**config.mk**
```make
export PLATFORM = sky130hd
export DESIGN_NAME = pwm_duty_gen
export DESIGN_NICKNAME = d
export VERILOG_FILES = /design/src/rtl/pwm_duty_gen.sv
export SDC_FILE = /design/constraint.sdc
export NUM_CORES = 1
export LEC_CHECK = 0
export CAP_MARGIN = 20
export CORE_UTILIZATION = 30
export CTS_CLUSTER_DIAMETER = 150
export DETAILED_ROUTE_END_ITERATION = 12
export PLACE_DENSITY = 0.47
export SLEW_MARGIN = 10
export SYNTH_ARGS = -nofsm -noshare
export SYNTH_HDL_FRONTEND = slang
export SYNTH_SLANG_ARGS = --single-unit
export TNS_END_PERCENT = 100
```
**constraint.sdc**
```tcl
create_clock -name i_clk -period 3.1 [get_ports i_clk]
set_clock_uncertainty 0.1 [all_clocks]
set_input_delay 0.31 -clock i_clk [delete_from_list [all_inputs] [get_ports i_clk]]
set_output_delay 0.31 -clock i_clk [all_outputs]
set_load 0.005 [all_outputs]
```
**src/rtl/pwm_duty_gen.sv**
```systemverilog
// ============================================================================
//  Module      : pwm_duty_gen
//  Description : Fixed-frequency PWM generator driven by a 3-bit speed level
//                (0..4). Level changes take effect only at period boundaries.
//                Optional build macro SOFT_START_EN limits level increases to
//                one step per period.
//  Revision    : 1.0 - initial release
// ============================================================================
`default_nettype none

module pwm_duty_gen #(
    parameter int PERIOD    = 100,
    parameter int CNT_WIDTH = 7
) (
    input  logic       i_clk,
    input  logic       i_reset_n,
    input  logic       i_enable,
    input  logic [2:0] i_pwm_state,
    output logic       o_pwm,
    output logic       o_period_start,
    output logic [2:0] o_active_level
);

    typedef enum logic [0:0] {
        S_IDLE = 1'b0,
        S_RUN  = 1'b1
    } state_t;

    localparam logic [CNT_WIDTH-1:0] c_CNT_LAST = CNT_WIDTH'(PERIOD - 1);
    localparam logic [CNT_WIDTH-1:0] c_CNT_ONE  = CNT_WIDTH'(1);
    localparam logic [CNT_WIDTH:0]   c_CMP1     = (CNT_WIDTH+1)'(PERIOD / 4);
    localparam logic [CNT_WIDTH:0]   c_CMP2     = (CNT_WIDTH+1)'(PERIOD / 2);
    localparam logic [CNT_WIDTH:0]   c_CMP3     = (CNT_WIDTH+1)'((3 * PERIOD) / 4);
    localparam logic [CNT_WIDTH:0]   c_CMP4     = (CNT_WIDTH+1)'(PERIOD);

    state_t               r_state;
    logic [CNT_WIDTH-1:0] r_cnt;
    logic [2:0]           r_level;
    logic                 r_pwm;
    logic                 r_period_start;

    state_t               w_state_nxt;
    logic [CNT_WIDTH-1:0] w_cnt_nxt;
    logic [2:0]           w_level_nxt;
    logic                 w_pwm_nxt;
    logic                 w_period_start_nxt;
    logic [2:0]           w_target;
    logic [2:0]           w_wrap_level;

    // Compare value is one bit wider than the counter so level 4 (cmp == PERIOD)
    // stays high for the whole period even when PERIOD == 2**CNT_WIDTH.
    function automatic logic [CNT_WIDTH:0] f_cmp(input logic [2:0] lvl);
        case (lvl)
            3'd1:    f_cmp = c_CMP1;
            3'd2:    f_cmp = c_CMP2;
            3'd3:    f_cmp = c_CMP3;
            3'd4:    f_cmp = c_CMP4;
            default: f_cmp = '0;
        endcase
    endfunction

    assign w_target = (i_pwm_state > 3'd4) ? 3'd0 : i_pwm_state;

`ifdef SOFT_START_EN
    // Increases ramp one step per wrap; decreases apply immediately.
    always_comb begin
        w_wrap_level = r_level;
        if (w_target < r_level) begin
            w_wrap_level = w_target;
        end else if (w_target > r_level) begin
            w_wrap_level = r_level + 3'd1;
        end
    end
`else
    assign w_wrap_level = w_target;
`endif

    always_comb begin
        w_state_nxt        = r_state;
        w_cnt_nxt          = r_cnt;
        w_level_nxt        = r_level;
        w_period_start_nxt = 1'b0;

        case (r_state)
            S_IDLE: begin
                if (i_enable) begin
                    // The enabling edge is itself a wrap event.
                    w_state_nxt        = S_RUN;
                    w_cnt_nxt          = '0;
                    w_level_nxt        = w_wrap_level;
                    w_period_start_nxt = 1'b1;
                end else begin
                    w_cnt_nxt   = c_CNT_LAST;
                    w_level_nxt = 3'd0;
                end
            end
            S_RUN: begin
                if (!i_enable) begin
                    w_state_nxt = S_IDLE;
                    w_cnt_nxt   = c_CNT_LAST;
                    w_level_nxt = 3'd0;
                end else if (r_cnt == c_CNT_LAST) begin
                    w_cnt_nxt          = '0;
                    w_level_nxt        = w_wrap_level;
                    w_period_start_nxt = 1'b1;
                end else begin
                    w_cnt_nxt = r_cnt + c_CNT_ONE;
                end
            end
            default: begin
                w_state_nxt = S_IDLE;
                w_cnt_nxt   = c_CNT_LAST;
                w_level_nxt = 3'd0;
            end
        endcase

        // Output is registered, so it is derived from the next-cycle counter.
        w_pwm_nxt = (w_state_nxt == S_RUN) && ({1'b0, w_cnt_nxt} < f_cmp(w_level_nxt));
    end

    always_ff @(posedge i_clk or negedge i_reset_n) begin
        if (!i_reset_n) begin
            r_state        <= S_IDLE;
            r_cnt          <= c_CNT_LAST;
            r_level        <= 3'd0;
            r_pwm          <= 1'b0;
            r_period_start <= 1'b0;
        end else begin
            r_state        <= w_state_nxt;
            r_cnt          <= w_cnt_nxt;
            r_level        <= w_level_nxt;
            r_pwm          <= w_pwm_nxt;
            r_period_start <= w_period_start_nxt;
        end
    end

    assign o_pwm          = r_pwm;
    assign o_period_start = r_period_start;
    assign o_active_level = r_level;

endmodule

`default_nettype wire

```
Word-level counts from Yosys, hierarchy flattened
Cells that the tools add are included.
{ "totals": {"reg_bits": 13, "latch_bits": 0, "ramBits": 0, "rom_bits": 0, "input_bits": 6, "out_inout_bits": 5, "n_memories": 0} }
{ "classes": {"n_addsub": 1, "n_mul": 0, "div": 0, "magnitude_cmp": 2, "n_eq_ne": 5, "shifts": 0, "mux": 14, "n_bitwise": 1, "n_reduce_logical": 1} }
{ "op_table": {"columns": ["operator", "n"], "rows": [
  ["one-hot mux 7 bit (4 select lines)", 1],
  ["two-way mux 7 bit", 3],
  ["one-hot mux 7 bit (2 select lines)", 1],
  ["two-way mux 3 bit", 4],
  ["< comparator 7 x 8 -> 1 bit", 1],
  ["adder 7 x 1 -> 7 bit, second input constant", 1],
  ["== test 7 bit, second input constant", 1],
  ["== test 3 x 2 -> 1 bit, second input constant", 2],
  ["one-hot mux 3 bit (2 select lines)", 1],
  ["== test 3 x 1 -> 1 bit, second input constant", 1],
  ["== test 3 bit, second input constant", 1],
  ["> comparator 3 bit, second input constant", 1],
  ["two-way mux 1 bit", 3],
  ["one-hot mux 1 bit (2 select lines)", 1],
  ["logical AND 1 bit", 1],
  ["NOT 1 bit", 1]
]} }

Logic depth before layout (Yosys ltp)
{ "logic_depth": {"depth_word": 9, "depth_mapped": 12, "ltp_nobuf": 12} }

Worst setup path before layout
OpenSTA, ideal clock, no wires.
{ "synth_path": {"path_type": "flip-flop to flip-flop", "startpoint": "register r_cnt[6]", "endpoint": "register r_pwm, in the netlist o_pwm", "setup_ns": 0.066, "arrival_time_ns": 2.617, "required_time_ns": 2.934, "path_slack_ns": 0.317, "path_stages_with_launch": 11, "n_path_buf": 0, "period_less_slack_ns": 2.783, "cell_sequence": "dfstp_2 -> or4b_4 -> o211a_1 -> o31a_1 -> and2_4 -> o21ai_1 -> ha_1 -> a21oi_1 -> o22ai_1 -> nor3b_1 -> o31a_1"} }
{ "synth_via": {"elab_chain_cells": 8} }
{ "synth_lines": {"columns": ["item", "line", "source"], "rows": [
  ["start, declared", "37", "logic [CNT_WIDTH-1:0] r_cnt;"],
  ["start signal, assigned", "124", "r_cnt <= c_CNT_LAST;"],
  ["start signal, assigned", "130", "r_cnt <= w_cnt_nxt;"],
  ["== test 7 bit *", "102", "end else if (r_cnt == c_CNT_LAST) begin"],
  ["two-way mux 3 bit *", "102", null],
  ["two-way mux 3 bit *", "98", "if (!i_enable) begin"],
  ["one-hot mux 3 bit (2 select lines) *", "84", "case (r_state)"],
  ["via w_level_nxt[1]", "44", "logic [2:0] w_level_nxt;"],
  ["== test 3 bit, or another cell as far along", "53", "case (lvl)"],
  ["one-hot mux 7 bit (4 select lines) *", "53", null],
  ["< comparator 7 x 8 -> 1 bit *", "118", "w_pwm_nxt = (w_state_nxt == S_RUN) && ({1'b0, w_cnt_nxt} < f_cmp(w_level_nxt));"],
  ["logical AND 1 bit *", "118", null],
  ["via w_pwm_nxt", "45", "logic w_pwm_nxt;"],
  ["end signal, assigned", "132", "r_pwm <= w_pwm_nxt;"],
  ["end, declared", "39", "logic r_pwm;"]
]} }
Mark *: on every way through the listed nets, which the timed path passes. The rest lies on a longest branch.

Worst setup path in the final report
Same ends and word-level chain as after synthesis.

==> results.ini <==
[status]
status = finished, final reports clean

[pwr]
p_leak_nw = 0.4439
finalPower_uw = 388.9
powerDensity_mw_per_mm2 = 391.5
peakVddDrop_mv = 0.2080

[timing]
relSlewSlack_pct = 59.96
fmax_mhz = 338.4
setup_violations = 0
tightest_slew_ns = 0.5987
rsz0062_at_grt = no
fin_ws_ns = 0.1452
tns_ns = 0
finalHoldViolCount = 0
fin_crit_sh_pct = 95.32
slew_violations = 0
finalCriticalPeriod_ns = 2.955
holdWs_ns = 0.2952

[job]
maxCapViolCount = 0

[die]
core-area_mm2 = 0.002477
die_y_um = 53.38
rows = 18
start_util_pct = 31.97
die_area_mm2 = 0.002849
ios = 11
die_x_um = 53.38

[placed_design]
dp_slack_ns = 0.1387
dp.cells = 123
globalplace.congestion = 0.6974
hpwl_mm = 1.399
portBuffers = 10
placed_cell_area_um2 = 940.9

[cells_and_area]
layout.nets = 111
stdcell_area_um2 = 993.5
final_cells = 127
drive_gt1_share_pct = 21.65
n_antenna_cell = 0
finalCoreUtilization_pct = 40.10
nFillCells = 258
area_delta_synth_final_pct = 25.43

[worst_hold_path]
hold_class = input port to asynchronous set/reset pin

[clock_tree]
cts_root_buf = clkbuf_4
cts.sinks = 13
cts_made_buffers = 3
cts_resized = 0
htree_levels = 1
post_cts_buffers = 0
clockBufferDepth = 2
cts.hold.buffers_added = 0
cts_tree = yes
clkTransAtPathRegs_ns = 0.09
clk_latency_ns = 0.28

[route]
wl_per_cell_um = 14.06
ant_nets = 0
drc = 0
drtIter0Drc = 6
viasPerCell = 4.874
num_vias = 619
wl_mm = 1.786
dr.pass1.iters = 4

[grt]
grt_first_pass_wirelength_mm = 2.884
grt_max_degree = 14
grt_antenna_before_repair = 0
grt_pass1_vias = 582
grt.total_usage_pct = 15.02
grt_remaining_overflow = 0

[synth]
synth.avg_cell_area_um2 = 9.659
yosys.area.top_type = dfrtp_1
synth_area_leaders = dfrtp_1 (28%), dfstp_2 (13%), ha_1 (11%)
yosysSeqAreaShare_pct = 41.71
yosysUniqueCellTypes = 29
ys_seq_elements = 13
syn_nets = 95
ys_warn_count = 0
synth_top_cell_area_share_pct = 28.44
syn_area_um2 = 792.0
syn_inst = 82

[worst_setup_path]
crit_path_start_kind = flop
worstPathRequired_ns = 3.23
endpoint_kind = flop
path_max_fanout = 5
reg2regPathDepth = 10
crit_type = flop to flop
arrival_ns = 3.08

## layout by cell type (no fill, tap or decap), types with 3 or more instances in the layout
cell / Yosys / layout
clkdlybuf4s50_1: 0 / 10
inv_1: 9 / 9
dfrtp_1: 9 / 9
nor2_1: 8 / 8
ha_1: 7 / 7
nand2_1: 6 / 6
xnor2_1: 4 / 4
o21ai_0: 4 / 4
dfstp_2: 4 / 4
nand3_1: 4 / 3
clkbuf_4: 0 / 3
## synthesized netlist by cell type (all sizes together)
cell and count:
a21oi 3, and2 2, clkbuf 1, dfrtp 9
dfstp 4, ha 7, inv 9, mux2 1
nand2 6, nand2b 1, nand3 4, nand4 1
nor2 8, nor3 2, nor3b 1, nor4b 1
o211a 2, o211ai 1, o21ai 7, o22ai 1
o31a 2, o41ai 1, or3b 1, or4b 1
xnor2 4, xor2 2
## routing by layer
metal,global-route usage (%),part of all wire [%],up-vias
met5,0,0,-
met4,3.947,1.0,0
met3,6.034,3.0,2
met2,22.71,48,10
met1,19.45,48,291
li1,-,-,316
## worst max-delay path, cell delays in order (launching register included)
cell and delay [ns]:
dfstp_2 0.54, or4b_4 0.51, o211a_1 0.22, o31a_1 0.35, and2_4 0.17, o21ai_1 0.13, ha_1 0.28, a21oi_2 0.15
o22ai_1 0.08, nor3b_1 0.20, o31a_1 0.16
## power by group
part           total [mW]  switching [mW]  internal, mW  leakage [nW]
clock network       0.110          0.0624        0.0479        0.0177
registers           0.190         0.00748         0.183         0.162
logic              0.0884          0.0458        0.0426         0.264
## worst paths after layout
| path | slack [ns] | endpoint | from |
|---|---|---|---|
| hold / removal | 0.30 | o_pwm | i_reset_n |
| setup reg to reg | 0.15 | o_pwm | r_cnt[6] |
| min in group i_clk | 0.56 | r_cnt[6] | r_cnt[6] |
| max in group asynchronous | 2.21 | r_state | i_reset_n |
| hold reg to reg | 0.56 | r_cnt[6] | r_cnt[6] |
| setup / recovery | 0.15 | o_pwm | r_cnt[6] |
## layout make-up
cell class                      count  area, um^2  share of cell area, %
Timing Repair Buffer               12       115.1                  11.59
Tap cell                           30       37.54                  3.778
Multi-Input combinational cell     59       449.2                  45.21
Sequential cell                    13       330.3                  33.25
Inverter                            9       33.78                  3.401
Clock buffer                        3       22.52                  2.267
Clock inverter                      1       5.005                 0.5038
## cells by family (layout without fill, tap and decap cells)
family          count (synthesis)  count (layout)  synth area share [%]
compound gates                 17              17                 14.38
mux                             1               1                 1.895
simple gates                   28              28                 19.59
fa+ha+maj                       7               7                 11.06
buf+inv                        10              25                 4.739
flops                          13              13                 41.71
xor+xnor                        6               6                 6.635
## sequential cells by signal (all words and copies together) (netlist names)
register,count
r_cnt,7
o_active_level,3
o_period_start,1
o_pwm,1
r_state,1
(Power assumes the default switching activity.)
